[config.mk]
export PLATFORM = sky130hd
export DESIGN_NAME = izh_neuron_scheduler
export DESIGN_NICKNAME = d
export VERILOG_FILES = /design/src/rtl/izh_pkg.sv /design/src/rtl/izh_update_core.sv /design/src/rtl/izh_neuron_scheduler.sv
export SDC_FILE = /design/constraint.sdc
export NUM_CORES = 2
export LEC_CHECK = 0
export CAP_MARGIN = 40
export CORE_UTILIZATION = 35
export CTS_BUF_LIST = sky130_fd_sc_hd__clkbuf_8
export DETAILED_ROUTE_END_ITERATION = 6
export DONT_BUFFER_PORTS = 1
export PLACE_DENSITY = 0.6
export SYNTH_ARGS = -nofsm -noshare
export SYNTH_HDL_FRONTEND = slang
export SYNTH_SLANG_ARGS = --single-unit
[constraint.sdc]
create_clock -name clk -period 23.4 [get_ports clk]
set_input_delay 4.68 -clock clk [delete_from_list [all_inputs] [get_ports clk]]
set_output_delay 4.68 -clock clk [all_outputs]
set_load 0.05 [all_outputs]
[src/rtl/izh_pkg.sv]
// Shared Q4.16 constants, reset values and scheduler state encoding for the
// time-multiplexed Izhikevich neuron scheduler.
package izh_pkg;

  localparam int W    = 20;
  localparam int FRAC = 16;

  localparam logic signed [W-1:0] A     = 20'sh0051E;
  localparam logic signed [W-1:0] B     = 20'sh03333;
  localparam logic signed [W-1:0] C     = 20'shF599A;
  localparam logic signed [W-1:0] D     = 20'sh0051E;
  localparam logic signed [W-1:0] PEAK  = 20'sh00000;
  localparam logic signed [W-1:0] C14   = 20'sh16666;
  localparam logic signed [W-1:0] V_RST = 20'shF8000;
  localparam logic signed [W-1:0] U_RST = 20'shFCCCD;

  typedef enum logic [1:0] {
    ST_IDLE,
    ST_SWEEP,
    ST_DONE
  } state_t;

endpackage

[src/rtl/izh_update_core.sv]
// Combinational single-step Izhikevich update in Q4.16; spiking neurons are
// reset to (C, u+D) instead of integrating. All arithmetic wraps.
module izh_update_core #(
  parameter int W = izh_pkg::W
) (
  input  logic signed [W-1:0] v_i,
  input  logic signed [W-1:0] u_i,
  input  logic signed [W-1:0] cur_i,
  output logic signed [W-1:0] v_o,
  output logic signed [W-1:0] u_o,
  output logic                spike_o
);
  import izh_pkg::*;

  // Full-width signed product truncated back to Q4.16 (wraps on overflow).
  function automatic logic signed [W-1:0] qmul(input logic signed [W-1:0] a,
                                               input logic signed [W-1:0] b);
    logic signed [2*W-1:0] ae;
    logic signed [2*W-1:0] be;
    logic signed [2*W-1:0] p;
    ae = {{W{a[W-1]}}, a};
    be = {{W{b[W-1]}}, b};
    p  = ae * be;
    return p[FRAC+W-1:FRAC];
  endfunction

  logic signed [W-1:0] dv_sum;
  logic signed [W-1:0] bv_minus_u;
  logic signed [W-1:0] v_int;
  logic signed [W-1:0] u_int;

  always_comb begin
    dv_sum     = qmul(v_i, v_i) + v_i + (v_i >>> 2) + (C14 >>> 2)
                 - (u_i >>> 2) + (cur_i >>> 2);
    v_int      = v_i + (dv_sum >>> 2);
    bv_minus_u = qmul(B, v_i) - u_i;
    u_int      = u_i + (qmul(A, bv_minus_u) >>> 4);
    spike_o    = (v_i > PEAK);
    v_o        = spike_o ? C : v_int;
    u_o        = spike_o ? (u_i + D) : u_int;
  end

endmodule

[src/rtl/izh_neuron_scheduler.sv]
// Sweeps N_NEURONS time-multiplexed Izhikevich neurons once per step_start and
// streams spike indices through a small FIFO. Define IZH_SPIKE_COUNT_EN to add spk_count.
module izh_neuron_scheduler #(
  parameter int N_NEURONS = 8,
  parameter int W         = izh_pkg::W,
  parameter int SPK_DEPTH = 4
) (
  input  logic                         clk,
  input  logic                         reset,
  input  logic                         step_start,
  output logic                         busy,
  output logic                         step_done,
  output logic [$clog2(N_NEURONS)-1:0] cur_idx,
  input  logic signed [W-1:0]          cur_I,
  input  logic                         ld_valid,
  input  logic [$clog2(N_NEURONS)-1:0] ld_idx,
  input  logic signed [W-1:0]          ld_v,
  input  logic signed [W-1:0]          ld_u,
  output logic                         spk_valid,
  input  logic                         spk_ready,
  output logic [$clog2(N_NEURONS)-1:0] spk_idx
`ifdef IZH_SPIKE_COUNT_EN
  ,
  output logic [$clog2(N_NEURONS):0]   spk_count
`endif
);
  import izh_pkg::*;

  localparam int IW = $clog2(N_NEURONS);
  localparam int PW = $clog2(SPK_DEPTH);

  state_t              state_q;
  logic [IW-1:0]       idx_q;
  logic                busy_q;
  logic                done_q;
  logic signed [W-1:0] v_q [N_NEURONS];
  logic signed [W-1:0] u_q [N_NEURONS];
  logic [IW-1:0]       spk_mem_q [SPK_DEPTH];
  logic [PW-1:0]       wr_ptr_q;
  logic [PW-1:0]       rd_ptr_q;
  logic [PW:0]         cnt_q;

  logic signed [W-1:0] v_d;
  logic signed [W-1:0] u_d;
  logic                spike;
  logic                fifo_full;
  logic                sweeping;
  logic                adv;
  logic                push;
  logic                pop;
  logic                last;

  izh_update_core #(.W(W)) u_core (
    .v_i    (v_q[idx_q]),
    .u_i    (u_q[idx_q]),
    .cur_i  (cur_I),
    .v_o    (v_d),
    .u_o    (u_d),
    .spike_o(spike)
  );

  // A spiking neuron waits while the FIFO is full, even if a pop happens this cycle.
  always_comb begin
    fifo_full = (cnt_q == (PW+1)'(SPK_DEPTH));
    sweeping  = (state_q == ST_SWEEP);
    adv       = sweeping && !(spike && fifo_full);
    push      = adv && spike;
    pop       = (cnt_q != '0) && spk_ready;
    last      = (idx_q == IW'(N_NEURONS - 1));
  end

  always_ff @(posedge clk or posedge reset) begin
    if (reset) begin
      state_q  <= ST_IDLE;
      idx_q    <= '0;
      busy_q   <= 1'b0;
      done_q   <= 1'b0;
      wr_ptr_q <= '0;
      rd_ptr_q <= '0;
      cnt_q    <= '0;
    end else begin
      done_q <= 1'b0;
      case (state_q)
        ST_IDLE: begin
          if (step_start && !ld_valid) begin
            state_q <= ST_SWEEP;
            idx_q   <= '0;
            busy_q  <= 1'b1;
          end
        end
        ST_SWEEP: begin
          if (adv) begin
            if (last) begin
              state_q <= ST_DONE;
              idx_q   <= '0;
              busy_q  <= 1'b0;
              done_q  <= 1'b1;
            end else begin
              idx_q <= idx_q + IW'(1);
            end
          end
        end
        default: state_q <= ST_IDLE;
      endcase

      if (push) wr_ptr_q <= wr_ptr_q + PW'(1);
      if (pop)  rd_ptr_q <= rd_ptr_q + PW'(1);
      case ({push, pop})
        2'b10:   cnt_q <= cnt_q + (PW+1)'(1);
        2'b01:   cnt_q <= cnt_q - (PW+1)'(1);
        default: cnt_q <= cnt_q;
      endcase
    end
  end

  always_ff @(posedge clk) begin
    if (push) spk_mem_q[wr_ptr_q] <= idx_q;
  end

  // Neuron register file: reset restores resting state, host loads only when idle.
  always_ff @(posedge clk or posedge reset) begin
    if (reset) begin
      for (int i = 0; i < N_NEURONS; i++) begin
        v_q[i] <= V_RST;
        u_q[i] <= U_RST;
      end
    end else if (state_q == ST_IDLE && ld_valid) begin
      v_q[ld_idx] <= ld_v;
      u_q[ld_idx] <= ld_u;
    end else if (adv) begin
      v_q[idx_q] <= v_d;
      u_q[idx_q] <= u_d;
    end
  end

`ifdef IZH_SPIKE_COUNT_EN
  logic [IW:0] sweep_cnt_q;
  logic [IW:0] spk_count_q;

  always_ff @(posedge clk or posedge reset) begin
    if (reset) begin
      sweep_cnt_q <= '0;
      spk_count_q <= '0;
    end else begin
      if (state_q == ST_IDLE) sweep_cnt_q <= '0;
      else if (push)          sweep_cnt_q <= sweep_cnt_q + (IW+1)'(1);
      if (adv && last)        spk_count_q <= sweep_cnt_q + (IW+1)'(push);
    end
  end

  assign spk_count = spk_count_q;
`endif

  assign busy      = busy_q;
  assign step_done = done_q;
  assign cur_idx   = idx_q;
  assign spk_valid = (cnt_q != '0);
  assign spk_idx   = spk_mem_q[rd_ptr_q];

endmodule

==> impl_results.md <==
- Largest incremental delay on the critical path: 920 ps
- CTS hold repair buffers: 0
- Actual slew at the worst max-slew pin: 983 ps
- Total vias in the final route: 33800
- Syn Area/Cell: 9.62 um^2
- CTS root buf: sky130_fd_sc_hd__clkbuf_8
- Most frequent cells in the layout: 923 x sky130_fd_sc_hd__inv_1, 587 x sky130_fd_sc_hd__fa_1, 402 x sky130_fd_sc_hd__ha_1
- Flop and latch count out of synthesis: 346
- Post-synth EDFFs: 12
- FF-to-FF Start: cur_idx[0]$_DFFE_PP0P_
- Worst Hold Path Cells: 2
- Most common cell after layout, fill and taps aside: sky130_fd_sc_hd__inv_1
- Number of antenna violations at the first check in global routing: 4
- Number of clock sinks: 346
- Result of the run: complete, but fails checks
- Layout cells sized above 1: about a tenth
- Number of CTS-inserted buffers: 57
- Nature of the critical path endpoint: flop
- Sequential-to-total area share from yosys stat: roughly 20%
- Area delta synth->final: 7.41%
- Post-Synthesis Net Count: 5608
- Most frequent cell on the critical path: sky130_fd_sc_hd__ha_1
- Routed wire length: around 140 mm
- Routed wire length per instance: 22.0 um
- Number of nets still failing antenna checks after routing: 0
- Cell area after synthesis: 0.0438 mm^2
- Global placement routability congestion: a little under 0.9
- Number of levels the H-tree was split into: 2
- Final worst-path cycle share: 81.4%
- Data required time at the worst endpoint: 23980 ps
- Floorplan die width: 356 um
- Max Clock Freq: ~53 MHz
- Critical Path AT: between 15000 and 20000 ps
- I/O Buffers: 0
- Full die area: 0.126 mm^2
- Number of distinct library cells after synthesis: 93
- Worst clock skew: 48.4 ps
- Largest delay share family, worst path: adder cells
- R2r setup slk: 4360 ps
- Worst Hold End: u_q[154]$_DFFE_PP1P_
- Async set or reset register ratio after synthesis: 96.5%
- Tightest Hold Check Type: flop to flop
- Slowest-stage cell, CP: sky130_fd_sc_hd__dfrtp_2
- Placement Rows: 129
- Post-route setup TNS: 0 ps
- Area of the core: 0.124 mm^2
- Nets: 5536
- Count of cells resized by post-cts repair: 0
- Pin count of the biggest net entering global routing: around 160
- Number of vias per cell: 5.49
- I/O pin cnt: 77
- Final hold slack: 478 ps
- Startpoint type of the worst setup path: flop
- CTS tree: yes
- Vertical die dimension: 356 um
- Count of pins over their slew limit: 0
- Number of global-route vias before repair: 35200
- Congestion Overflow GR: 0
- Critical path fanouts, max: 28
- Number of instances in the synthesized netlist: 4551
- Buf+Inv Stages, Crit Path: 10
- Max-Cap Viols: 0
- Violations in the final reports: DRC
- Final core area utilization: 37.9%
- First-pass GRT wire length: between 200 and 250 mm
- Total global-route track usage: 21.8%
- Unrepaired setup endpoints after global routing: false
- Reg-to-reg endpoint: u_q[79]$_DFFE_PP1P_
- Post-layout min period: around 19000 ps
- Post-detail-place hpwl: 98.6 mm
- Drt pass-1 iters: 7
- Number of cells on the worst reg-to-reg path: around 70
- Number of failing setup endpoints in the final timing report: 0
- Worst slew margin: 34.1%
- Worst skew pair latency: 660 ps
- Detailed Route Iter0 Violations: 3027
- Longest Clk Path Bufs: 3
- Clock-pin transition on the worst setup and hold timing paths: 70 ps
- DRC violation count after routing: 13
- Primary FF master, synth: sky130_fd_sc_hd__dfrtp_1
- Ys Warns: 0
- Levels on crit path: 69
- Initial Utilization: 35.3%
- Final hold violation count: 0
- Number of buffers inserted to repair setup after CTS: 0
- Hold path startpoint: u_q[154]$_DFFE_PP1P_
- Worst Setup Path Type: flop to flop
through the flow:
step / cells / setup slack, ps / area [um^2]
floorplan: 4551 / 6270 / 43800
global placement: 6035 / 4280 / 45400
detailed placement: 6056 / 4460 / 45800
CTS: 6164 / 4370 / 47000
global route: 6166 / 3080 / 47000
finish: 6166 / 4360 / 47000
sequential cells by signal, indices dropped and copies added (netlist names):
name	cells
busy	1
cnt_q	3
cur_idx	3
rd_ptr_q	2
spk_mem_q	12
state_q	2
step_done	1
u_q	160
v_q	160
wr_ptr_q	2
layer usage:
layer	global-route usage (%)	wire (um)
met3	3.91	11500
met1	28.6	55800
met4	7.40	4700
met5	0	13
met2	35.9	63900
tightest hold or removal path: stages (launching register included):
cell and delay [ps]:
sky130_fd_sc_hd__dfstp_2 370, sky130_fd_sc_hd__nand2_1 40, sky130_fd_sc_hd__o21ai_0 70
how the worst max path moves through the flow:
| stage | endpoint | from |
|---|---|---|
| 3_3_place_gp | u_q[154]$_DFFE_PP1P_ | cur_idx[0]$_DFFE_PP0P_ |
| 2_1_floorplan | u_q[119]$_DFFE_PP1P_ | cur_idx[0]$_DFFE_PP0P_ |
| 4_1_cts | u_q[79]$_DFFE_PP1P_ | cur_idx[0]$_DFFE_PP0P_ |
| 3_5_place_dp | u_q[14]$_DFFE_PP1P_ | cur_idx[0]$_DFFE_PP0P_ |
| 6_report | u_q[79]$_DFFE_PP1P_ | cur_idx[0]$_DFFE_PP0P_ |
| 5_1_grt | u_q[14]$_DFFE_PP1P_ | cur_idx[0]$_DFFE_PP0P_ |
cells in the mapped netlist, types with 122 or more instances:
cell / instances / area (um^2)
sky130_fd_sc_hd__ha_1: 402 / 5030
sky130_fd_sc_hd__o21a_1: 177 / 1330
sky130_fd_sc_hd__a21oi_1: 154 / 771
sky130_fd_sc_hd__o21ai_0: 129 / 646
sky130_fd_sc_hd__dfrtp_1: 190 / 4750
sky130_fd_sc_hd__dfstp_2: 144 / 3780
sky130_fd_sc_hd__inv_1: 900 / 3380
sky130_fd_sc_hd__fa_1: 587 / 11800
sky130_fd_sc_hd__nand2_1: 287 / 1080
sky130_fd_sc_hd__a22oi_1: 122 / 916
sky130_fd_sc_hd__clkbuf_1: 168 / 631
sky130_fd_sc_hd__nor2_1: 257 / 965
sky130_fd_sc_hd__o221ai_1: 169 / 1480
sky130_fd_sc_hd__xnor2_1: 137 / 1200
cell families after synthesis:
family | synth area share [%]
buffers and inverters | 10.5
AO/OA/AOI/OAI | 17.8
adder cells (fa/ha/maj) | 38.3
AND/OR/NAND/NOR | 7.99
flip-flops | 20.3
XOR/XNOR | 3.65
multiplexers | 1.36
area by class of cell:
cell class                 instances  area, um^2
timing repair buffer             101         987
antenna                            1        2.50
inverter                         911        3430
sequential                       346        8900
tap                             1637        2050
fill                           12500       76900
clock buffer                      73        1000
multi-input combinational       3062       30500
clock inverter                    35         183
Power is left out: the tool's default activity adds up to more than one toggle a clock period on the data nets, which glitch-free logic cannot reach.
